===== src/rtl/spi_bus_arbiter_if.sv =====
// rtl/spi_bus_arbiter_if.sv - master-side and shared-bus signals of the SPI bus arbiter
interface spi_bus_arbiter_if #(
   parameter int NUM_MASTERS = 2
) ();
   logic [NUM_MASTERS-1:0] req;
   logic [NUM_MASTERS-1:0] gnt;
   logic [NUM_MASTERS-1:0] m_csel;
   logic [NUM_MASTERS-1:0] m_sclk;
   logic [NUM_MASTERS-1:0] m_mosi;
   logic [NUM_MASTERS-1:0] m_miso;
   logic [NUM_MASTERS-1:0] bus_csel;
   logic                   bus_sclk;
   logic                   bus_mosi;
   logic                   bus_miso;
   logic                   busy;
   logic                   proto_err;

   modport slave (
      input  req, m_csel, m_sclk, m_mosi, bus_miso,
      output gnt, m_miso, bus_csel, bus_sclk, bus_mosi, busy, proto_err
   );

   modport master (
      output req, m_csel, m_sclk, m_mosi, bus_miso,
      input  gnt, m_miso, bus_csel, bus_sclk, bus_mosi, busy, proto_err
   );
endinterface


===== src/rtl/spi_bus_arbiter.sv =====
// rtl/spi_bus_arbiter.sv - round-robin sharing of one SPI bus between several controllers
// Grants change only at transaction boundaries and are always followed by an idle guard gap.
module spi_bus_arbiter #(
   parameter int NUM_MASTERS     = 2,
   parameter int GAP_CYCLES      = 4,
   parameter int MAX_HOLD_CYCLES = 0
) (
   input  logic             clk,
   input  logic             reset,
   spi_bus_arbiter_if.slave bus_if
);
   localparam int          IW       = (NUM_MASTERS > 1) ? $clog2(NUM_MASTERS) : 1;
   localparam logic [15:0] GAP_LAST = 16'(GAP_CYCLES - 1);
   localparam logic [15:0] HOLD_MAX = 16'(MAX_HOLD_CYCLES);
   localparam bit          HOLD_EN  = (MAX_HOLD_CYCLES != 0);

   typedef enum logic [1:0] {ST_IDLE, ST_GRANT, ST_GAP} state_e;

   state_e                 state_q, state_d;
   logic [NUM_MASTERS-1:0] gnt_q, gnt_d;
   logic [NUM_MASTERS-1:0] csel_q, csel_d;
   logic [IW-1:0]          idx_q, idx_d;
   logic [IW-1:0]          ptr_q, ptr_d;
   logic [15:0]            hold_q, hold_d;
   logic [15:0]            gap_q, gap_d;
   logic                   expired_q, expired_d;
   logic                   sclk_q, sclk_d;
   logic                   mosi_q, mosi_d;
   logic                   perr_q, perr_d;
   logic [IW-1:0]          pick, cand;
   logic                   found;
   logic                   timeout;

   // expired_q tracks hold_q >= HOLD_MAX without a magnitude compare
   assign timeout = HOLD_EN && expired_q && bus_if.m_csel[idx_q]
                    && (|(bus_if.req & ~gnt_q));

   always_comb begin
      found = 1'b0;
      pick  = ptr_q;
      cand  = '0;
      for (int i = 0; i < NUM_MASTERS; i++) begin
         cand = IW'((int'(ptr_q) + i) % NUM_MASTERS);
         if (!found && bus_if.req[cand]) begin
            found = 1'b1;
            pick  = cand;
         end
      end
   end

   always_comb begin
      state_d   = state_q;
      gnt_d     = gnt_q;
      idx_d     = idx_q;
      ptr_d     = ptr_q;
      hold_d    = hold_q;
      expired_d = expired_q;
      gap_d     = gap_q;
      csel_d    = '1;
      sclk_d    = 1'b0;
      mosi_d    = 1'b0;
      perr_d    = 1'b0;
      unique case (state_q)
         ST_IDLE: begin
            if (found) begin
               state_d     = ST_GRANT;
               gnt_d       = '0;
               gnt_d[pick] = 1'b1;
               idx_d       = pick;
               ptr_d       = (int'(pick) == NUM_MASTERS - 1) ? '0 : pick + 1'b1;
               hold_d      = '0;
               expired_d   = 1'b0;
            end
         end
         ST_GRANT: begin
            if (!bus_if.req[idx_q] || timeout) begin
               perr_d  = !bus_if.req[idx_q] && !bus_if.m_csel[idx_q];
               state_d = ST_GAP;
               gnt_d   = '0;
               gap_d   = '0;
            end else begin
               csel_d[idx_q] = bus_if.m_csel[idx_q];
               sclk_d        = bus_if.m_sclk[idx_q];
               mosi_d        = bus_if.m_mosi[idx_q];
               hold_d        = (hold_q == 16'hFFFF) ? hold_q : hold_q + 16'd1;
               expired_d     = expired_q || (hold_d == HOLD_MAX);
            end
         end
         ST_GAP: begin
            if (gap_q == GAP_LAST) begin
               state_d = ST_IDLE;
            end else begin
               gap_d = gap_q + 16'd1;
            end
         end
         default: state_d = ST_IDLE;
      endcase
   end

   always_ff @(posedge clk) begin
      if (reset) begin
         state_q   <= ST_IDLE;
         gnt_q     <= '0;
         idx_q     <= '0;
         ptr_q     <= '0;
         hold_q    <= '0;
         expired_q <= 1'b0;
         gap_q     <= '0;
         csel_q    <= '1;
         sclk_q    <= 1'b0;
         mosi_q    <= 1'b0;
         perr_q    <= 1'b0;
      end else begin
         state_q   <= state_d;
         gnt_q     <= gnt_d;
         idx_q     <= idx_d;
         ptr_q     <= ptr_d;
         hold_q    <= hold_d;
         expired_q <= expired_d;
         gap_q     <= gap_d;
         csel_q    <= csel_d;
         sclk_q    <= sclk_d;
         mosi_q    <= mosi_d;
         perr_q    <= perr_d;
      end
   end

   assign bus_if.gnt       = gnt_q;
   assign bus_if.bus_csel  = csel_q;
   assign bus_if.bus_sclk  = sclk_q;
   assign bus_if.bus_mosi  = mosi_q;
   assign bus_if.m_miso    = gnt_q & {NUM_MASTERS{bus_if.bus_miso}};
   assign bus_if.busy      = (state_q != ST_IDLE);
   assign bus_if.proto_err = perr_q;
endmodule


===== src/flat_wrapper.sv =====
// flat-port wrapper written by rule: the top's interface ports become plain ports
module spi_bus_arbiter_flat 
#(
   parameter int NUM_MASTERS     = 2,
   parameter int GAP_CYCLES      = 4,
   parameter int MAX_HOLD_CYCLES = 0
)
  (clk, reset, bus_if_req, bus_if_m_csel, bus_if_m_sclk, bus_if_m_mosi, bus_if_bus_miso, bus_if_gnt, bus_if_m_miso, bus_if_bus_csel, bus_if_bus_sclk, bus_if_bus_mosi, bus_if_busy, bus_if_proto_err);
  spi_bus_arbiter_if #(.NUM_MASTERS(NUM_MASTERS)) bus_if_i ();
  input  logic clk;
  input  logic reset;
  input wire logic [$bits(bus_if_i.req)-1:0] bus_if_req;
  input wire logic [$bits(bus_if_i.m_csel)-1:0] bus_if_m_csel;
  input wire logic [$bits(bus_if_i.m_sclk)-1:0] bus_if_m_sclk;
  input wire logic [$bits(bus_if_i.m_mosi)-1:0] bus_if_m_mosi;
  input wire logic [$bits(bus_if_i.bus_miso)-1:0] bus_if_bus_miso;
  output wire logic [$bits(bus_if_i.gnt)-1:0] bus_if_gnt;
  output wire logic [$bits(bus_if_i.m_miso)-1:0] bus_if_m_miso;
  output wire logic [$bits(bus_if_i.bus_csel)-1:0] bus_if_bus_csel;
  output wire logic [$bits(bus_if_i.bus_sclk)-1:0] bus_if_bus_sclk;
  output wire logic [$bits(bus_if_i.bus_mosi)-1:0] bus_if_bus_mosi;
  output wire logic [$bits(bus_if_i.busy)-1:0] bus_if_busy;
  output wire logic [$bits(bus_if_i.proto_err)-1:0] bus_if_proto_err;
  assign bus_if_i.req = bus_if_req;
  assign bus_if_i.m_csel = bus_if_m_csel;
  assign bus_if_i.m_sclk = bus_if_m_sclk;
  assign bus_if_i.m_mosi = bus_if_m_mosi;
  assign bus_if_i.bus_miso = bus_if_bus_miso;
  assign bus_if_gnt = bus_if_i.gnt;
  assign bus_if_m_miso = bus_if_i.m_miso;
  assign bus_if_bus_csel = bus_if_i.bus_csel;
  assign bus_if_bus_sclk = bus_if_i.bus_sclk;
  assign bus_if_bus_mosi = bus_if_i.bus_mosi;
  assign bus_if_busy = bus_if_i.busy;
  assign bus_if_proto_err = bus_if_i.proto_err;
  spi_bus_arbiter #(.NUM_MASTERS(NUM_MASTERS), .GAP_CYCLES(GAP_CYCLES), .MAX_HOLD_CYCLES(MAX_HOLD_CYCLES)) u_core (.clk(clk), .reset(reset), .bus_if(bus_if_i));
endmodule

===== config.mk =====
export PLATFORM = sky130hd
export DESIGN_NAME = spi_bus_arbiter_flat
export DESIGN_NICKNAME = d
export VERILOG_FILES = /design/src/rtl/spi_bus_arbiter_if.sv /design/src/rtl/spi_bus_arbiter.sv /design/src/flat_wrapper.sv
export SDC_FILE = /design/constraint.sdc
export NUM_CORES = 1
export LEC_CHECK = 0
export BUFFER_PORTS_ARGS = -buffer_cell sky130_fd_sc_hd__buf_2
export CAP_MARGIN = 20
export CORE_MARGIN = 2
export CORE_UTILIZATION = 57
export CTS_BUF_LIST = sky130_fd_sc_hd__clkbuf_8
export DETAILED_ROUTE_END_ITERATION = 8
export PLACE_DENSITY = 0.82
export REMOVE_ABC_BUFFERS = 1
export SYNTH_ARGS = -nofsm -noshare
export SYNTH_HDL_FRONTEND = slang
export SYNTH_SLANG_ARGS = --single-unit

===== constraint.sdc =====
create_clock -name clk -period 5.5 [get_ports clk]
set_clock_uncertainty 0.15 [all_clocks]
set_input_delay 0.55 -clock clk [delete_from_list [all_inputs] [get_ports clk]]
set_output_delay 0.55 -clock clk [all_outputs]
set_load 0.02 [all_outputs]

After elaboration in Yosys (flattened, before gate mapping)
Cells that the tools add are included.
- flip-flop bits (word level): 27
- logic and storage cells: 77
- output and inout port bits: 10
- muxes and demuxes: 30
- eq/ne operators: 7
- reductions and logical operators: 17
- bitwise gates (word level): 5
- $lt $le $gt $ge: 6
- add/subtract/negate cells: 3
- operators by type and width (cell ; count):
    16-bit two-way mux ; 2
    16-bit one-hot mux with 2 select lines ; 1
    1-bit two-way mux ; 18
    16-bit by 1-bit adder with 16-bit output, second input constant ; 1
    16-bit by 2-bit equality test with 1-bit output, second input constant ; 1
    2-bit two-way mux ; 5
    3-bit AND reduction ; 3
    1-bit by 2-bit < comparator with 1-bit output, second input constant ; 4
    2-bit one-hot mux with 3 select lines ; 1
    2-bit nonzero test ; 3
    3-bit OR reduction ; 2
    1-bit logical AND ; 4
    2-bit by 1-bit != test with 1-bit output, second input constant ; 2
    2-bit != test, second input constant ; 2
    2-bit one-hot mux with 2 select lines ; 1
    1-bit logical NOT ; 3
    1-bit adder, second input constant ; 2
    2-bit AND ; 1
    1-bit demux with 1-bit select ; 2
    2-bit by 1-bit equality test with 1-bit output, second input constant ; 1
    2-bit equality test, second input constant ; 1
    1-bit greater-or-equal comparator, second input constant ; 2
    2-bit logical NOT ; 1
    1-bit inverter ; 2
    other kinds (3) ; 3

Longest topological paths before layout
Gate-level depths: netlist (run 1).
- depth in word-level cells: 12
- depth in mapped cells: 7
- gate-level depth less buffers: 6

Worst setup path before layout (run 1)
Ideal clock, no wire load.
- path type: in2reg
- from: input bus_if_req[0]
- to: register u_core.gap_q[15]
- arrival time: 1.782 ns
- buffers on the path: 1
- data required time: 5.276 ns
- setup time: 0.074 ns
- setup slack: 3.493 ns
- cell stages on the path: 5
- path through: mux2_4 a21o_1 buf_6 or4_1 a31oi_1
- cells in the longest elaborated chain, start to end: 4
- RTL lines (element ; line ; source):
    from (decl) ; flat_wrapper.sv:12 ; input wire logic [$bits(bus_if_i.req)-1:0] bus_if_req;
    1-bit two-way mux (not written as such) (2 in series) ; spi_bus_arbiter.sv:76 ; if (!bus_if.req[idx_q] || timeout) begin
    2-bit != test (no line) ; -- ;
    3-bit AND reduction (no line) ; -- ;
    to (signal assigned) ; spi_bus_arbiter.sv:120 ; gap_q <= gap_d;
    to (decl) ; spi_bus_arbiter.sv:25 ; logic [15:0] gap_q, gap_d;
Every way passes these cells. The select of a mux whose other input is x is not followed.
A chain may end at the register's enable or synchronous reset.

Final worst setup path (run 1)
- from: register u_core.state_q[0]
- to: register u_core.gap_q[14]
- cells in the longest elaborated chain, start to end: 3
- elaborated cells on any way between the ends: 7
- RTL lines (element ; line ; source):
    from (decl) ; spi_bus_arbiter.sv:19 ; state_e state_q, state_d;
    from (signal assigned) ; spi_bus_arbiter.sv:114 ; state_q <= state_d;
    2-bit equality test / 2-bit by 1-bit equality test with 1-bit output (equally long branches) ; spi_bus_arbiter.sv:63 ; unique case (state_q)
    2-bit != test (no line) / 2-bit nonzero test (equally long branches) ; -- ;
    3-bit AND reduction (no line) ; -- ;
Several ways; a longest one is shown, not always the timed one.

==> results.tsv, run 1 <==
stage	metric	value	unit
outcome	status	finished clean	
sta	Tcrit/Tclk final	40.25	%
synthesis	synth unique cells	41	
sta	setup_tns	0	ns
routing	routed wl met2	1626	um
clock_network	CTS tree	done	
sta	RSZ-0062 raised after global routing	no	
floorplan	Rows	18	
clock_network	# hold bufs at CTS	0	
routing	Routed Antenna Nets	0	
sta	fin. max-slew vios	0	
worst_setup_path	CP required	5.55	ns
place	placed cell count	220	
sta	min cycle time layout	2.214	ns
worst_setup_path	Critical Setup Path Class	flip-flop to flip-flop	
routing	Iter 0 DRT Violations	38	
sta	Slew headroom	71.56	%
global_route	antenna violations before repair	0	
run	Max Cap Viol	0	
clock_network	Root Driver	clkbuf_8	
worst_setup_path	CP max FO	11	
routing	Via density	6.335	
floorplan	DIE AREA	0.003037	mm^2
synthesis	synthesized cell area	0.001489	mm^2
floorplan	CORE AREA	0.002477	mm^2
synthesis	EDFF count, synth	0	
floorplan	Die Height	55.11	um
worst_setup_path	Critical-path top delay cell	or4_1	
worst_setup_path	reg-to-reg endpoint	u_core.gap_q[14]	
place	dpl hpwl	2396	um
clock_network	# H-tree levels	1	
clock_network	Worst-path clk slew	0.09	ns
synthesis	Gate Count Post-Synth	181	
layout	Nets	211	
routing	met3 wire length	150	um
routing	top layer in use	met4	
worst_setup_path	max incr delay on CP	0.54	ns
power	Lkg Pwr	0.5889	nW
floorplan	Top-Level Pins	21	
sta	worst slew pin tran	0.4265	ns
sta	hold slack final	0.3337	ns
worst_hold_path	Hold Startpoint	u_core.bus_if.gnt[0]	
layout	final std cells w/o fill	224	
sta	# setup viols final	0	
global_route	first-pass GRT wire length	5499	um
clock_network	CTS Buffer Depth	2	
power	Max VDD drop	0.3016	mV
synthesis	yosys warns	0	
synthesis	Post-Syn Area per Cell	8.226	um^2
layout	final core utilization	65.15	%
worst_setup_path	worst r2r src	u_core.state_q[0]	
place	Final GP Congestion	0.8556	
floorplan	die width	55.11	um
global_route	vias in the first global route	1297	
synthesis	Seq cells post-synth	27	
worst_hold_path	hold endpoint	u_core.bus_if.gnt[0]	
routing	final wirelength	3349	um
worst_setup_path	reg-to-reg slack, setup	3.29	ns
worst_setup_path	worst-path cell chain	inv_1 > ha_1 > nand2_1 > a21o_1 > or4_1 > a31oi_1	
layout	ANT cells	0	
clock_network	Post-CTS Resized	0	
power	Pwr per Cell Area	348.7	mW/mm^2
global_route	grt ovf	0	
synthesis	Synth Flop Type	dfxtp_1	
clock_network	worst skew pair latency	0.27	ns
worst_setup_path	CP startpoint kind	flip-flop	
synthesis	async set-or-reset flop fraction in the synthesized netlist	0	%
worst_setup_path	R2R cell count	6	
clock_network	Num CTS Buffers	3	
synthesis	sequential share of the synthesized area	36.30	%
floorplan	Initial Utilization	60.10	%
global_route	Total GRT Usage	24.92	%
routing	DR DRC count	0	
routing	met1 WL	1521	um
global_route	largest net degree at the start of global routing	27	
clock_network	post-CTS setup buffers	0	
clock_network	CTS sink count	27	
layout	P&R area growth vs syn	8.403	%
routing	WL/cell	14.95	um
routing	first-pass iteration count of the detailed router	4	
layout	layout cells sized above 1	14.43	%
sta	Final Hold Viols	0	
worst_setup_path	CP endpoint kind	flip-flop	
worst_hold_path	Worst Hold Class	flip-flop to flip-flop	
worst_setup_path	crit path DAT	2.26	ns
sta	Max Fclk	451.7	MHz
worst_hold_path	Hold Crit Depth	2	
place	number of port buffers	20	
routing	total number of vias	1419	
[power breakdown]
group / internal [mW] / leakage (nW) / switching, mW / total, mW
clock network: 0.0501 / 0.0269 / 0.0607 / 0.111
registers: 0.213 / 0.219 / 0.0156 / 0.228
logic: 0.0837 / 0.343 / 0.140 / 0.224
total: 0.347 / 0.589 / 0.216 / 0.563
[final cells by class]
| class | count | area, um^2 |
|---|---|---|
| Multi-Input combinational cell | 136 | 864.6 |
| Fill cell | 224 | 863.3 |
| Sequential cell | 27 | 540.5 |
| Timing Repair Buffer | 20 | 100.1 |
| Clock buffer | 3 | 41.29 |
| Tap cell | 30 | 37.54 |
| Inverter | 7 | 26.28 |
| Clock inverter | 1 | 3.754 |
[cells by family (layout without fill, tap and decap cells)]
family	count (synthesis)	count (layout)	synth area share [%]
compound gates	52	52	21.18
simple gates	74	74	28.99
flops	27	27	36.30
mux	5	5	3.697
fa+ha+maj	5	5	4.202
buf+inv	18	31	5.630
[cell usage after synthesis, types with 5 or more instances]
| master | number | area share [%] |
|---|---|---|
| a21oi_1 | 19 | 6.4 |
| a31oi_1 | 9 | 3.8 |
| clkbuf_1 | 7 | 1.8 |
| dfxtp_1 | 27 | 36 |
| ha_1 | 5 | 4.2 |
| inv_1 | 7 | 1.8 |
| nand2_1 | 14 | 3.5 |
| nand2b_1 | 8 | 3.4 |
| nand3_1 | 7 | 2.4 |
| nor2_1 | 7 | 1.8 |
| o21ai_0 | 11 | 3.7 |
| or4_1 | 7 | 3.5 |
[state kept, by name, summed over array words and instances (netlist names)]
name / count
u_core.bus_if.gnt: 2
u_core.state_q: 2
u_core.bus_if.bus_csel: 2
u_core.bus_if.proto_err: 1
u_core.bus_if.bus_sclk: 1
u_core.gap_q: 16
u_core.idx_q: 1
u_core.ptr_q: 1
u_core.bus_if.bus_mosi: 1
[through the flow]
step	setup WS, ns	instance area [um^2]	power, mW
after floorplan	3.555	1431	0.3922
after global placement	3.343	1569	0.4446
after detailed placement	3.252	1569	0.4543
after CTS	3.311	1614	0.5640
after global routing	3.119	1614	0.5989
final	3.286	1614	0.5629
[worst max path at each step]
stage,startpoint,endpoint,slack (ns),depth (start not counted)
detailed placement,bus_if_req[0],u_core.gap_q[14],3.25,5
global route,u_core.state_q[0],u_core.gap_q[15],3.12,6
floorplan,bus_if_req[0],u_core.gap_q[14],3.55,4
global placement,bus_if_req[0],u_core.gap_q[14],3.34,5
CTS,u_core.state_q[0],u_core.gap_q[14],3.31,6
finish,u_core.state_q[0],u_core.gap_q[14],3.29,6
[cell usage in the layout, fill, tap and decap left out, drive strengths merged, types with 2 or more instances in the layout]
| master | Yosys | routed |
|---|---|---|
| dfxtp | 27 | 27 |
| buf | 4 | 20 |
| a21oi | 19 | 19 |
| nand2 | 14 | 14 |
| o21ai | 11 | 11 |
| a31oi | 9 | 9 |
| inv | 7 | 8 |
| nand2b | 8 | 8 |
| nand3 | 7 | 7 |
| or4 | 7 | 7 |
| nor2 | 7 | 7 |
| ha | 5 | 5 |
| or3 | 5 | 5 |
| mux2i | 4 | 4 |
| and4 | 4 | 4 |
| nand4 | 4 | 4 |
| and2 | 3 | 3 |
| and3 | 3 | 3 |
| nor3 | 3 | 3 |
| nor4 | 3 | 3 |
| clkbuf | 7 | 3 |
| a21o | 2 | 2 |
| nand4b | 2 | 2 |
| o211ai | 2 | 2 |
[routing by layer]
metal	vias to the layer above	global-route usage [%]
li1	708	-
met4	0	9.756
met2	46	41.67
met3	8	3.226
met5	-	0
met1	657	32.45
[worst max-delay path, delay by kind of cell, from the launching register on]
| family | cells | cell delay [ns] |
|---|---|---|
| AND/OR/NAND/NOR | 2 | 0.67 |
| AO/OA/AOI/OAI | 2 | 0.47 |
| adder cells (fa/ha/maj) | 1 | 0.40 |
| flip-flops | 1 | 0.34 |
| buffers and inverters | 1 | 0.11 |
No activity file was read; power rests on OpenSTA's default activity.
==> inputs of run 2 (changes only) <==
- clock period: 5.5 -> 2.2 ns (I/O delays scaled with it)
==> run 2 against run 1 <==
Against the previous run: via count is 2.9% higher; global-route usage is 1.1 points higher; clock power rose to 2.6 times the previous value; sequential power is 150% higher; critical path depth unchanged; worst setup slack worse by 3.2 ns; non-clock buffer count increased by 6; power grew to 2.6 times the previous value; clock-buffer cell count unchanged; combinational power increased to 2.7 times the previous value; largest cell class unchanged; largest power group is now combinational cells.
==> results.tsv, run 2 (synthesized netlist as in run 1, its figures left out) <==
stage	metric	value	unit	change
floorplan	CORE AREA	0.002477	mm^2	unchanged
sta	worst slew pin tran	0.4287	ns	+0.002211 ns
global_route	Total GRT Usage	26.06	%	+1.1 points
clock_network	Num CTS Buffers	3		unchanged
layout	commonest non-fill, non-tap cell in the layout	dfxtp_1		
floorplan	Rows	18		unchanged
routing	Iter 0 DRT Violations	40		+5.3%
outcome	status	finished clean		
worst_setup_path	crit path DAT	2.14	ns	-0.12 ns
floorplan	Die Height	55.11	um	unchanged
clock_network	Worst-path clk slew	0.09	ns	about the same
global_route	vias in the first global route	1255		-3.2%
sta	Final Hold Viols	0		unchanged
layout	fill count	218		-2.7%
worst_setup_path	CP max FO	11		unchanged
routing	WL/cell	14.98	um	+0.18%
clock_network	CTS tree	done		
layout	ANT cells	0		unchanged
power	Tot Pwr	1.457	mW	+160%
routing	final wirelength	3445	um	+2.9%
layout	Biggest register	u_core.gap_q		
routing	first-pass iteration count of the detailed router	4		unchanged
place	Final GP Congestion	0.8556		unchanged
layout	Largest register FFs	16		unchanged
power	Pwr per Cell Area	874.3	mW/mm^2	+150%
routing	DR DRC count	0		unchanged
global_route	first-pass GRT wire length	5685	um	+3.4%
layout	Nets	217		+2.8%
sta	Slew headroom	71.12	%	-0.45 points
sta	RSZ-0062 raised after global routing	no		
layout	P&R area growth vs syn	11.93	%	
place	dpl hpwl	2484	um	+3.7%
sta	Tcrit/Tclk final	94.63	%	+54 points
worst_setup_path	worst-path cell chain	inv_1 > ha_1 > nand2_1 > a21o_2 > or4_1 > a31oi_1		
floorplan	die width	55.11	um	unchanged
run	Max Cap Viol	0		unchanged
routing	Via density	6.348		+0.21%
clock_network	CTS sink count	27		unchanged
clock_network	# H-tree levels	1		unchanged
floorplan	Initial Utilization	60.10	%	unchanged
global_route	largest net degree at the start of global routing	26		-3.7%
clock_network	Root Driver	clkbuf_8		
power	Max VDD drop	1.078	mV	+260%
floorplan	DIE AREA	0.003037	mm^2	unchanged
layout	final core utilization	67.27	%	+2.1 points
routing	total number of vias	1460		+2.9%
layout	sequential cell area	540.5	um^2	unchanged
sta	min cycle time layout	2.082	ns	-0.1321 ns
worst_setup_path	max incr delay on CP	0.52	ns	-0.02 ns
worst_setup_path	CP required	2.26	ns	-3.29 ns
global_route	grt ovf	0		unchanged
worst_setup_path	CP startpoint kind	flip-flop		
layout	layout cells sized above 1	17.00	%	+2.6 points
power	Lkg Pwr	0.6168	nW	+4.7%
worst_setup_path	Critical Setup Path Class	flip-flop to flip-flop		
worst_setup_path	Critical-path top delay cell	or4_1		
global_route	antenna violations before repair	0		unchanged
routing	Routed Antenna Nets	0		unchanged
clock_network	CTS Buffer Depth	2		unchanged
floorplan	Top-Level Pins	21		unchanged
sta	setup_tns	0	ns	unchanged
sta	fin. max-slew vios	0		unchanged
layout	multi-input logic area	865.8	um^2	+0.14%
clock_network	post-CTS setup buffers	0		unchanged
sta	# setup viols final	0		unchanged
clock_network	worst skew pair latency	0.28	ns	about the same
place	number of port buffers	20		unchanged
sta	Max Fclk	480.3	MHz	+6.3%
worst_hold_path	Worst Hold Class	primary input to flip-flop		
worst_setup_path	CP endpoint kind	flip-flop		
layout	most frequent cells in the layout	dfxtp_1 (27), buf_2 (20), a21oi_1 (19)		
run 2: area by class of cell:
type | instances | share of cell area, %
clock inverter | 1 | 0.3003
multi-input combinational | 136 | 51.95
sequential | 27 | 32.43
tap | 30 | 2.252
inverter | 7 | 1.577
timing repair buffer | 26 | 9.009
clock buffer | 3 | 2.477
run 2: worst paths after layout:
| kind | start | end | slack, ns | cells past startpoint |
|---|---|---|---|---|
| max | u_core.state_q[0] | u_core.gap_q[14] | 0.12 | 6 |
| min | bus_if_m_sclk[0] | u_core.bus_if.bus_sclk | 0.02 | 3 |
| max reg2reg | u_core.state_q[0] | u_core.gap_q[14] | 0.12 | 6 |
| min reg2reg | u_core.bus_if.gnt[0] | u_core.bus_if.gnt[0] | 0.35 | 2 |
run 2: per-layer routing:
metal	global-route usage (%)	vias up	part of all wire, %
met5	0	-	0
li1	-	713	-
met1	32.89	687	41
met4	10.16	0	1.7
met3	4.032	6	6.0
met2	44.44	54	51
run 2: worst max-delay path: cells and delay by family, from the launching register on:
family	cells	cell delay [ns]
AND/OR/NAND/NOR	2	0.62
AO/OA/AOI/OAI	2	0.43
flip-flops	1	0.37
adder cells (fa/ha/maj)	1	0.34
buffers and inverters	1	0.09
run 2: what timing repair did:
| item | in CTS | in global routing |
|---|---|---|
| resized for setup | 0 | 1 |
| hold endpoints to repair | 2 | 0 |
| hold buffers | 2 | 0 |
| endpoints found under the setup margin | 0 | 1 |
run 2: power by group:
group / switching (mW) / leakage, nW / internal (mW)
sequential: 0.0309 / 0.219 / 0.532
clock: 0.160 / 0.0255 / 0.127
combinational: 0.373 / 0.373 / 0.233
run 2: stage by stage:
stage / std cells / hold WS, ns / setup slack (ns) / cell area, um^2
floorplan: 170 / 0.1391 / 0.2991 / 1431
global placement: 224 / 0.2789 / 0.2754 / 1599
detailed placement: 224 / 0.2882 / 0.1303 / 1599
CTS: 230 / 0.02287 / 0.1113 / 1665
global route: 230 / 0.03388 / 0.0007010 / 1667
finish: 230 / 0.02249 / 0.1181 / 1667
